**src/rtl/mdr_mem_unit.sv**
```systemverilog
// ============================================================================
// Module   : mdr_mem_unit
// Brief    : Memory data register with a read/write memory handshake FSM.
// Revision : 1.0 - initial release
// ============================================================================
`default_nettype none

module mdr_mem_unit #(
    parameter int ADDR_W  = 9,
    parameter int TIMEOUT = 15
) (
    input  logic              clock,
    input  logic              clear,
    input  logic [31:0]       BusMuxOut,
    input  logic              MDRin,
    input  logic              rd_start,
    input  logic              wr_start,
    input  logic [ADDR_W-1:0] mar_addr,
    input  logic [31:0]       mem_rdata,
    input  logic              mem_ack,
    output logic              mem_req,
    output logic              mem_we,
    output logic [ADDR_W-1:0] mem_addr,
    output logic [31:0]       mem_wdata,
    output logic [31:0]       BusMuxIn_MDR,
    output logic              busy,
    output logic              done,
    output logic              timeout_err
);

    typedef enum logic [1:0] {
        IDLE   = 2'd0,
        RD_REQ = 2'd1,
        WR_REQ = 2'd2,
        DONE   = 2'd3
    } state_t;

    localparam logic [7:0] c_to_last = 8'(TIMEOUT - 1);

    state_t              state_q, state_d;
    logic [31:0]         mdr_q, mdr_d;
    logic [ADDR_W-1:0]   addr_q, addr_d;
    logic [31:0]         wdata_q, wdata_d;
    logic [7:0]          cnt_q, cnt_d;
    logic                err_q, err_d;

    always_ff @(posedge clock or posedge clear) begin
        if (clear) begin
            state_q <= IDLE;
            mdr_q   <= '0;
            addr_q  <= '0;
            wdata_q <= '0;
            cnt_q   <= '0;
            err_q   <= 1'b0;
        end else begin
            state_q <= state_d;
            mdr_q   <= mdr_d;
            addr_q  <= addr_d;
            wdata_q <= wdata_d;
            cnt_q   <= cnt_d;
            err_q   <= err_d;
        end
    end

    always_comb begin
        state_d = state_q;
        mdr_d   = mdr_q;
        addr_d  = addr_q;
        wdata_d = wdata_q;
        cnt_d   = cnt_q;
        err_d   = err_q;

        case (state_q)
            IDLE: begin
                if (MDRin) begin
                    mdr_d = BusMuxOut;
                end
                // A simultaneous write request is dropped in favour of the read.
                if (rd_start) begin
                    state_d = RD_REQ;
                    addr_d  = mar_addr;
                    cnt_d   = '0;
                    err_d   = 1'b0;
                end else if (wr_start) begin
                    state_d = WR_REQ;
                    addr_d  = mar_addr;
                    cnt_d   = '0;
                    err_d   = 1'b0;
                    wdata_d = MDRin ? BusMuxOut : mdr_q;
                end
            end

            RD_REQ, WR_REQ: begin
                // An ack on the timeout edge still counts as a normal completion.
                if (mem_ack) begin
                    state_d = DONE;
                    if (state_q == RD_REQ) begin
                        mdr_d = mem_rdata;
                    end
                end else if (cnt_q == c_to_last) begin
                    state_d = DONE;
                    err_d   = 1'b1;
                end else begin
                    cnt_d = cnt_q + 8'd1;
                end
            end

            DONE: begin
                if (MDRin) begin
                    mdr_d = BusMuxOut;
                end
                state_d = IDLE;
            end

            default: begin
                state_d = IDLE;
            end
        endcase
    end

    assign mem_req      = (state_q == RD_REQ) || (state_q == WR_REQ);
    assign mem_we       = (state_q == WR_REQ);
    assign busy         = mem_req;
    assign done         = (state_q == DONE);
    assign mem_addr     = addr_q;
    assign mem_wdata    = wdata_q;
    assign BusMuxIn_MDR = mdr_q;
    assign timeout_err  = err_q;

endmodule

`default_nettype wire

```
**config.mk**
```make
export PLATFORM = sky130hd
export DESIGN_NAME = mdr_mem_unit
export DESIGN_NICKNAME = d
export VERILOG_FILES = /design/src/rtl/mdr_mem_unit.sv
export SDC_FILE = /design/constraint.sdc
export NUM_CORES = 1
export LEC_CHECK = 0
export CAP_MARGIN = 20
export CORE_ASPECT_RATIO = 0.6
export CORE_MARGIN = 2
export CORE_UTILIZATION = 44
export DETAILED_ROUTE_END_ITERATION = 10
export GPL_ROUTABILITY_DRIVEN = 0
export PLACE_DENSITY = 0.81
export SYNTH_ARGS = -nofsm -noshare
export SYNTH_HDL_FRONTEND = slang
export SYNTH_SLANG_ARGS = --single-unit
export TNS_END_PERCENT = 100
```
**constraint.sdc**
```tcl
create_clock -name clock -period 3.32 [get_ports clock]
set_input_delay 0.664 -clock clock [delete_from_list [all_inputs] [get_ports clock]]
set_output_delay 0.664 -clock clock [all_outputs]
set_load 0.03 [all_outputs]
```
# After elaboration in Yosys (flattened, before gate mapping)
# Cells that the tools add are included.
dict set report classes {
  n_addsub 1
  n_eq_ne 11
  mux 21
  n_bitwise 1
  reduce_logical 12
}
# operator count
set ops {}
lappend ops {{$mux 32} 3}
lappend ops {{$pmux 32 s2} 1}
lappend ops {{$mux 8} 4}
lappend ops {{$mux 9} 2}
lappend ops {{$pmux 8 s2} 1}
lappend ops {{$ne 2x2->1 const B} 5}
lappend ops {{$add 8x1->8 const B} 1}
lappend ops {{$eq 8x4->1 const B} 1}
lappend ops {{$mux 2} 4}
lappend ops {{$reduce_and 4->1} 2}
lappend ops {{$ne 3x3->1 const B} 2}
lappend ops {{$pmux 2 s3} 1}
lappend ops {{$reduce_and 2->1} 3}
lappend ops {{$eq 2x2->1 const B} 2}
lappend ops {{$mux 1} 4}
lappend ops {{$reduce_bool 2->1} 2}
lappend ops {{$reduce_or 2->1} 2}
lappend ops {{$reduce_and 3->1} 1}
lappend ops {{$eq 2x1->1 const B} 1}
lappend ops {{$logic_not 2->1} 1}
lappend ops {{$pmux 1 s2} 1}
lappend ops {{$logic_or 1x1->1} 1}
lappend ops {{$not 1->1} 1}
dict set report totals {
  reg_bits 84
  input_bits 79
  out_inout_bits 78
  wordCells 52
}

# Depth between registers and ports, before layout
dict set report depth {
  word_depth 4
  mapped_depth 8
  depth_no_buf 6
}

# Least setup slack after synthesis
# Ideal clock, no wire load.
dict set report synth_timing {
  kind {flip-flop to flip-flop}
  start {register state_q[0]}
  end {register cnt_q[2]}
  setup_ns 0.124
  arrival_time_ns 2.170
  required_ns 3.196
  setup_slack_ns 1.026
  stages_incl_launch_ff 8
  path_buffers 1
  period_less_slack_ns 2.294
  path_cell_list {dfrtp_1 > inv_1 > ha_1 > clkbuf_1 > nor2_1 > a211o_1 > or2_1 > a211o_1}
}
dict set report synth_via {
  elab_chain_cells 4
  word_cells_on_any_way 10
  cone_classes {eq/ne (5); mux (1); reduce/logical (4)}
}
# item line_no
set synth_lines {}
lappend synth_lines {{start, declared} 40} ;# state_t state_q, state_d;
lappend synth_lines {{start signal, assigned} 56} ;# state_q <= state_d;
lappend synth_lines {{$eq 2x2->1 / $eq 2x1->1 (equally long branches)} 73} ;# case (state_q)
lappend synth_lines {{$reduce_or 2->1} 73}
lappend synth_lines {{$ne 2x2->1 (no source line) / $reduce_bool 2->1 (equally long branches)} --}
lappend synth_lines {{$reduce_and 4->1 (no source line)} --}
lappend synth_lines {{end signal, assigned} 60} ;# cnt_q <= cnt_d;
lappend synth_lines {{end, declared} 44} ;# logic [7:0] cnt_q, cnt_d;
# Several ways; a longest one is shown, not always the timed one.
# A chain may end at the register's enable or synchronous reset.

# Worst setup path after layout
dict set report layout_timing {
  start {register state_q[0]}
  end {output busy}
}
dict set report layout_via {
  elab_chain_cells 2
  word_cells_on_any_way 3
  cone_classes {eq/ne (2); reduce/logical (1)}
}
# item line_no
set layout_lines {}
lappend layout_lines {{$eq 2x1->1 / $eq 2x2->1 (equally long branches)} 121} ;# assign mem_req = (state_q == RD_REQ) || (state_q == WR_REQ);
lappend layout_lines {{$logic_or 1x1->1 *} 121}
lappend layout_lines {{end, declared} 26} ;# output logic busy,
# Mark *: on every way between the ends. The rest lies on a longest branch, timed or not.

==> summary.txt <==
Floorplan
  • Die width: 126 um
  • # IOs: between 150 and 200
  • Die area: 9780 um^2
  • Core area: between 8000 and 9000 um^2
  • FP Rows: 26
  • Initial core utilization: between 40% and 50%
  • Chip Height: ~77 um

Clocking
  • Longest Clk Path Bufs: 2
  • Clock Root Buffer: clkbuf_16
  • Worst skew pair latency: roughly 0.34 ns
  • CTS Buf Count: 9
  • Setup bufs post-CTS: 0
  • Cts hold-fix bufs: 0
  • Clk pin slew, worst setup/hold paths: 0.06 ns
  • CTS sink cnt: 84
  • TritonCTS clock tree: built
  • H-Tree Depth: 3
  • Cells resized by post-CTS repair: 0

Yosys
  • Mapped Cells: 380
  • Synth Warn #: 0
  • Post-synthesis cell type count: 40
  • Synth Register Bits: 84
  • Synthesized area: 3950 um^2
  • Synth Area per Inst: about 10 um^2
  • Syn Nets: around 470
  • Seq/Total Area, Yosys: about 53%

Setup path
  • Worst Reg-to-Reg Cells: 7
  • Critical-path cell list: inv_1, ha_2, clkdlybuf4s50_1
  • Setup crit start kind: flip-flop
  • Critical path's slowest cell: clkdlybuf4s50_1
  • Critical path buffer and inverter count: 2
  • Arr. time, crit path: roughly 2.3 ns
  • Crit Path Category: flip-flop to primary output
  • CP delay by family, top: buffers and inverters
  • Critical path's largest stage delay: ~0.76 ns
  • R2r setup slk: 0.71 ns
  • Crit. End Element: primary output
  • CP Depth: 3
  • Crit path max fanout: 24
  • Crit path required time: roughly 2.7 ns

Pwr
  • Clock share of power: between 15 and 20%
  • Combinational share of power: 55.9%
  • Internal power: 3.84 mW
  • Pwr dens: between 1000 and 1500 nW/um^2
  • Part of the power in registers: 27.3%
  • Sw frac: roughly 44%
  • Peak VDD IR: 0.769 mV
  • Psw: approximately 3.1 mW
  • Pleak: 2.58 nW

Detailed routing
  • Via Count: ~3600
  • Routed WL: approximately 12000 um
  • DRT antenna net count: 0
  • # DRC: 0
  • Drt initial violations: roughly 240
  • WL/cell: ~18 um
  • Vias/cell: between 5 and 6
  • TritonRoute pass-1 iters: 7

Place
  • Post-DP HPWL: between 8000 and 9000 um
  • Placed Cells incl. Taps: 633
  • Pre-CTS setup slack: between 0.7 and 0.8 ns
  • Area post-placement: between 5000 and 6000 um^2
  • # port buffers: 156

Layout
  • Most frequent cells in the layout: clkdlybuf4s50_1 (155), dfrtp_1 (84), nand2_1 (64)
  • Area grow syn2layout: 51.6%
  • Finished Core Util: slightly below 70%
  • Nets: roughly 600
  • Fillcell total: 640
  • Commonest non-fill, non-tap cell in the layout: clkdlybuf4s50_1
  • Final Cell Area: ~6000 um^2
  • Share of layout cells above drive strength 1: under 10%
  • Non-Filler Instances: ~650
  • Ant diodes: 0
  • Register area: between 2000 and 2500 um^2
  • Area of the multi-input gates: 1730 um^2

Run status
  • Outcome: completed

STA
  • Max Slew Vio Count: 0
  • Max Freq: 0.342 GHz
  • Max transition margin: a little over half
  • Endpoints failing setup: 0
  • Final worst-path cycle share: roughly 88%
  • Worst-margin pin slew: between 0.6 and 0.7 ns
  • RSZ-0062 raised after global routing: no
  • Min Tclk post-route: 2.92 ns
  • Final hold violation count: 0
  • Post-route setup slack: a little under 0.4 ns
  • Clock skew: 0.00866 ns
  • Setup TNS: 0 ns

Global route
  • GR Overflow Total: 0
  • Initial antenna violation count: 0
  • Vias in the first global route: 3689
  • Largest net degree at the start of global routing: 48
  • First-pass GRT wire length: around 19000 um
  • Total track usage: around 25%

Hold path
  • Worst hold path depth: 2
  • Worst Hold Class: flip-flop to flip-flop

Job
  • Max cap viols: 0
cell families after synthesis:
family | after synthesis | share of synthesized area [%]
AOI/OAI and AO/OA | 125 | 20.3
and+or+nand+nor | 96 | 11.6
DFF | 84 | 53.2
muxes | 38 | 9.91
buffers and inverters | 31 | 3.10
adders and majority gates | 6 | 1.90
power groups by stage:
stage | combinational, mW | clock, mW | sequential [mW]
floorplan | 1.47 | 0 | 2.70
global placement | 3.76 | 0 | 1.87
detailed placement | 3.86 | 0 | 1.89
CTS | 3.88 | 1.18 | 1.88
global route | 4.14 | 1.22 | 1.95
finish | 3.86 | 1.16 | 1.89
worst min-delay path, delay by kind of cell, from the launching register on:
kind	cells	cell delay, ns
flops	1	0.34
compound gates	1	0.06
simple gates	1	0.04
path summary, 6_finish.rpt:
path	start	end
max	state_q[0]	busy
max reg2reg	state_q[0]	cnt_q[7]
min	mem_wdata[19]	mem_wdata[19]
min reg2reg	mem_wdata[19]	mem_wdata[19]
max in group asynchronous	clear	mem_wdata[0]
min in group asynchronous	clear	mem_addr[4]
per-layer routing:
layer	GRT usage (%)	vias up	wire length (um)	share of wire [%]
met3	11.8	11	1240	11
li1	-	1685	-	-
met4	5.49	0	102	0.87
met1	32.4	1740	5270	45
met2	37.0	151	5080	43
met5	0	-	0	0
flip-flops by register name, summed over array words and instances (netlist names):
signal        cells
mem_wdata        32
BusMuxIn_MDR     32
cnt_q             8
state_q           2
mem_addr          9
timeout_err       1
metrics by stage:
| step | hold WS [ns] | power, mW |
|---|---|---|
| detailed placement | 0.469 | 5.75 |
| CTS | 0.482 | 6.94 |
| finish | 0.477 | 6.90 |
| floorplan | 0.477 | 4.17 |
| global placement | 0.460 | 5.63 |
| global route | 0.503 | 7.31 |
cell usage after synthesis, drive strengths merged:
library cell,n,area [um^2]
o21a,2,15.0
mux2i,29,290
nand2b,7,43.8
mux2,9,101
ha,6,75.1
nand3b,1,7.51
o211ai,2,15.0
nor3b,1,7.51
nand2,64,240
nor4,2,27.5
o41ai,4,35.0
and2,3,18.8
inv,6,22.5
or2,2,12.5
a21o,1,7.51
o2bb2ai,1,8.76
nand4,4,25.0
o311ai,1,26.3
dfrtp,84,2100
clkbuf,20,75.1
o21ai,63,315
or4b,1,13.8
o22a,1,8.76
or3,1,6.26
a221o,4,40.0
nor2b,1,6.26
nand3,4,20.0
a211o,2,17.5
nor2,3,11.3
a21oi,6,30.0
o31ai,5,37.5
buf,5,25.0
nor4b,2,17.5
a21boi,4,30.0
a22oi,29,218
cell type report:
| type | count | share of cell area [%] |
|---|---|---|
| sequential | 84 | 35.1 |
| timing repair buffer | 166 | 27.4 |
| clock buffer | 10 | 3.99 |
| clock inverter | 6 | 1.86 |
| multi-input combinational | 265 | 28.9 |
| tap | 112 | 2.34 |
| inverter | 6 | 0.397 |
(Power assumes the default switching activity.)
==> RTL edit 1: new RTL, config.mk and constraints unchanged <==
Set the parameter `ADDR_W` to 10 (it was 9).
--- a/src/rtl/mdr_mem_unit.sv
+++ b/src/rtl/mdr_mem_unit.sv
@@ -6,7 +6,7 @@
 `default_nettype none
 
 module mdr_mem_unit #(
-    parameter int ADDR_W  = 9,
+    parameter int ADDR_W  = 10,
     parameter int TIMEOUT = 15
 ) (
     input  logic              clock,
Ports: changed (resized mar_addr and mem_addr); port bits go from 157 to 159. No check against the original RTL was run, so the function may have changed too.
==> RTL edit 1 against the original RTL <==
Final area grew 0.46%; via count increased by 1.5%; sequential cell count rose by 1; register-to-register slack better by 0.09 ns; clock skew fell by 0.0030 ns; global-route usage hardly changed; synthesized area is 2.6% higher; cell count grew 2.0%; critical path depth is 4 higher; die area rose by 2.5%; setup slack better by 0.40 ns; first-iteration DRC count is 11% higher; wire length up 0.15%; total power down 3.0%; largest cell class unchanged.
==> RTL edit 1: results <==
global_route:
  antenna_found_initial: 0
  track_usage: 0.246
  grt_start_max_net_pins: 65
  grt_pass1_wl_um: 19000
  grt_pass1_vias: 3638
  met3_usage: 0.0716
  grtUsageMet1: 0.340
  met2_usage: 0.384
setup_path:
  worstPathArrival_ns: 2.79
  crit_family: "compound AO/OA/AOI/OAI gates"
  slowest_stage: "buf_4"
  worstPathMaxFanout: 43
  slowest_delay_ns: 0.46
yosys:
  synth_commonest_cells: "85 x dfrtp_1, 66 x nand2_1, 63 x o21ai_0, 29 x mux2i_1, 28 x a22oi_1"
  async_flop_share: 1.00
  ys_seq_area_frac: 0.525
  yosysWarningCount: 0
  syn_nets: 476
  ys_types: 41
  synth_area_leaders: "dfrtp_1 52%, o21ai_0 7.8%, mux2i_1 7.2%"
placed_design:
  hpwl_um: 8360
  numPortBuffers: 158
cts:
  post_cts_buffers: 0
  numCtsBuffers: 9
  clk_pin_slew_ns: 0.06
  cts_repair_resize_count: 0
  htreeDepth: 3
  clockBufferDepth: 2
  root_buffer: "clkbuf_16"
  insertion_delay_ns: 0.33
sta:
  clock_skew_ns: 0.00567
  max_slew_margin: 0.451
finish:
  fillers: 733
  fin_nets: 627
  n_antenna_cell: 0
  drive_gt1_frac: 0.0879
routing:
  top_layer_used: "met4"
  drt_iter0_markers: 260
  firstDrtPassIters: 5
  drt-met1-wl_um: 5390
  wl_um: 11700
  vias_per_cell: 5.50
  wl_met3_um: 900
  dr_wl_met2_um: 5330
power_and_ir_drop:
  total_leakage_power_nw: 2.61
  ir_drop_v: 0.000637
outcome:
  status: "completed"
job:
  maxCapViolations: 0
hold_path:
  hold_class: "reg -> reg"
RTL edit 1: cell types whose count changed after synthesis, moves of 4 or more:
cell,unedited run,this run
buf_2,2,8
clkbuf_1,20,11
nand3_1,4,8
nor2_1,3,7
nor3_1,0,4
o31ai_1,5,0
o41ai_1,4,0
RTL edit 1: final timing paths:
path                            startpoint               end  slack [ns]  cells after the start
min in group asynchronous            clear       mem_addr[6]        0.71                      2
worst max register to register  state_q[0]          cnt_q[2]        0.80                      7
worst min-delay path              cnt_q[7]          cnt_q[7]        0.47                      1
worst max-delay path            state_q[0]          cnt_q[2]        0.80                      7
worst min register to register    cnt_q[7]          cnt_q[7]        0.47                      1
max in group asynchronous            clear  BusMuxIn_MDR[22]        1.78                      3
RTL edit 1: where the power goes:
group          internal [W]  total, W  switching (W)
Clock              0.000624   0.00103       0.000402
Combinational       0.00151   0.00381        0.00230
Sequential          0.00152   0.00186       0.000338
Total               0.00365   0.00669        0.00304
RTL edit 1: cells by family (layout without fill, tap and decap cells):
logic type,after synthesis,after routing,synth area share
buffers and inverters,33,189,0.0395
AOI/OAI and AO/OA,120,120,0.192
and+or+nand+nor,106,106,0.124
muxes,40,40,0.102
adders and majority gates,6,6,0.0185
DFF,85,85,0.525
RTL edit 1: metrics by stage:
stage	instance area (um^2)	std cells	power, W	setup slack (ns)
floorplan	4060	390	0.00420	0.463
global placement	5710	646	0.00555	0.891
detailed placement	5710	646	0.00568	0.836
CTS	6020	662	0.00673	0.810
global route	6020	662	0.00714	0.635
finish	6020	662	0.00669	0.798
RTL edit 1: area by class of cell:
cell class                      instances  share of cell area
Sequential cell                        85               0.353
Timing Repair Buffer                  167               0.273
Clock buffer                           11              0.0420
Multi-Input combinational cell        272               0.294
Inverter                                6             0.00395
Clock inverter                          5             0.00977
Tap cell                              116              0.0241
==> RTL edit 2: new RTL, config.mk and constraints unchanged <==
Without the edit above. Put one more register stage on the output `timeout_err`, without a reset. The value now appears one clock later. The other outputs are not delayed to match.
--- a/src/rtl/mdr_mem_unit.sv
+++ b/src/rtl/mdr_mem_unit.sv
@@ -125,7 +125,9 @@
     assign mem_addr     = addr_q;
     assign mem_wdata    = wdata_q;
     assign BusMuxIn_MDR = mdr_q;
-    assign timeout_err  = err_q;
+    always_ff @(posedge clock) begin
+        timeout_err <= err_q;
+    end
 
 endmodule
 
Formal check against the unedited RTL: same outputs for any inputs over 4 cycles, from zero or initial values; that may be too few to reach the edited logic, so the function may still have changed.
==> RTL edit 2 against the original RTL <==
Register-to-register slack gained 0.17 ns; final area grew 0.56%; total power shrank 2.8%; sequential cell count grew 1; setup slack gained 0.11 ns; synthesized area grew 2.7%; wire length shrank 0.82%; sequential share of layout area grew 0.14 points; critical path type unchanged; largest power group unchanged.
==> RTL edit 2: results <==
routing:
  vias_per_cell: 5.38
  firstDrtPassIters: 4
  drt_iter0_markers: 217
  wl_per_cell_um: 17.7
  num_vias: 3516
yosys:
  async_flop_share: 0.988
  synth_commonest_cells: "84 x dfrtp_1, 65 x nand2_1, 63 x o21ai_0, 29 x a22oi_1, 28 x mux2i_1"
  syn_avg_cell_area_um2: 10.5
  ys_seq_area_frac: 0.523
  syn_nets: 470
  ys_types: 47
  synth_area_leaders: "dfrtp_1 52%, o21ai_0 7.8%, mux2i_1 6.9%"
placed_design:
  place_inst: 638
  dpl-instance-area_mm2: 0.00570
  place_ws_ns: 0.861
  hpwl_um: 8370
setup_path:
  worstPathArrival_ns: 2.15
  worstPathMaxFanout: 17
  slowest_delay_ns: 0.75
  crit_family: "buffers and inverters"
global_route:
  antenna_found_initial: 0
  grt_pass1_vias: 3614
  grt_start_max_net_pins: 65
  met2_usage: 0.366
  track_usage: 0.244
  grt_pass1_wl_um: 18800
  grtUsageMet1: 0.333
  met3_usage: 0.0879
cts:
  insertion_delay_ns: 0.33
  numCtsBuffers: 9
  root_buffer: "clkbuf_16"
  clk_pin_slew_ns: 0.06
power_and_ir_drop:
  total_leakage_power_nw: 2.59
  switching_share: 0.446
  ir_drop_v: 0.000786
hold_path:
  hold_class: "reg -> reg"
finish:
  fin_nets: 618
  drive_gt1_frac: 0.0911
  fillers: 711
outcome:
  status: "completed"
sta:
  clock_skew_ns: 0.00677
  max_slew_margin: 0.505
## RTL edit 2: final timing paths
path                             from               end  slack, ns  cells past startpoint
max                        state_q[0]              busy       0.50                      3
min                             err_q       timeout_err       0.39                      0
max reg2reg                state_q[0]          cnt_q[6]       0.88                      7
min reg2reg                     err_q       timeout_err       0.39                      0
max in group asynchronous       clear  BusMuxIn_MDR[12]       1.88                      3
min in group asynchronous       clear       mem_addr[8]       0.75                      2
## RTL edit 2: per-stage QoR
stage / utilization / power (W)
floorplan: - / 0.00414
global placement: 0.630 / 0.00549
detailed placement: 0.630 / 0.00564
CTS: 0.666 / 0.00676
global route: 0.666 / 0.00714
finish: 0.666 / 0.00671
## RTL edit 2: logic make-up after synthesis
kind of cell,after synthesis,synth area share
buf+inv,33,0.0398
simple gates,97,0.117
mux,37,0.0940
flops,85,0.523
compound gates,127,0.208
fa+ha+maj,6,0.0185
## RTL edit 2: layout make-up
type,instances,area share
Timing Repair Buffer,164,0.270
Inverter,6,0.00394
Tap cell,116,0.0241
Sequential cell,85,0.352
Multi-Input combinational cell,267,0.296
Clock buffer,12,0.0425
Clock inverter,4,0.0116
## RTL edit 2: layer usage
layer	up-vias	routed length [um]
li1	1689	-
met1	1670	5360
met2	143	5140
met3	14	913
met4	0	172
met5	-	0
## RTL edit 2: power groups by stage
stage                     Clock [W]  Sequential [W]  Combinational (W)
after floorplan                   0         0.00262            0.00153
after global placement            0         0.00182            0.00367
after detailed placement          0         0.00185            0.00379
after CTS                   0.00112         0.00184            0.00381
after global routing        0.00117         0.00190            0.00407
final                       0.00109         0.00184            0.00377
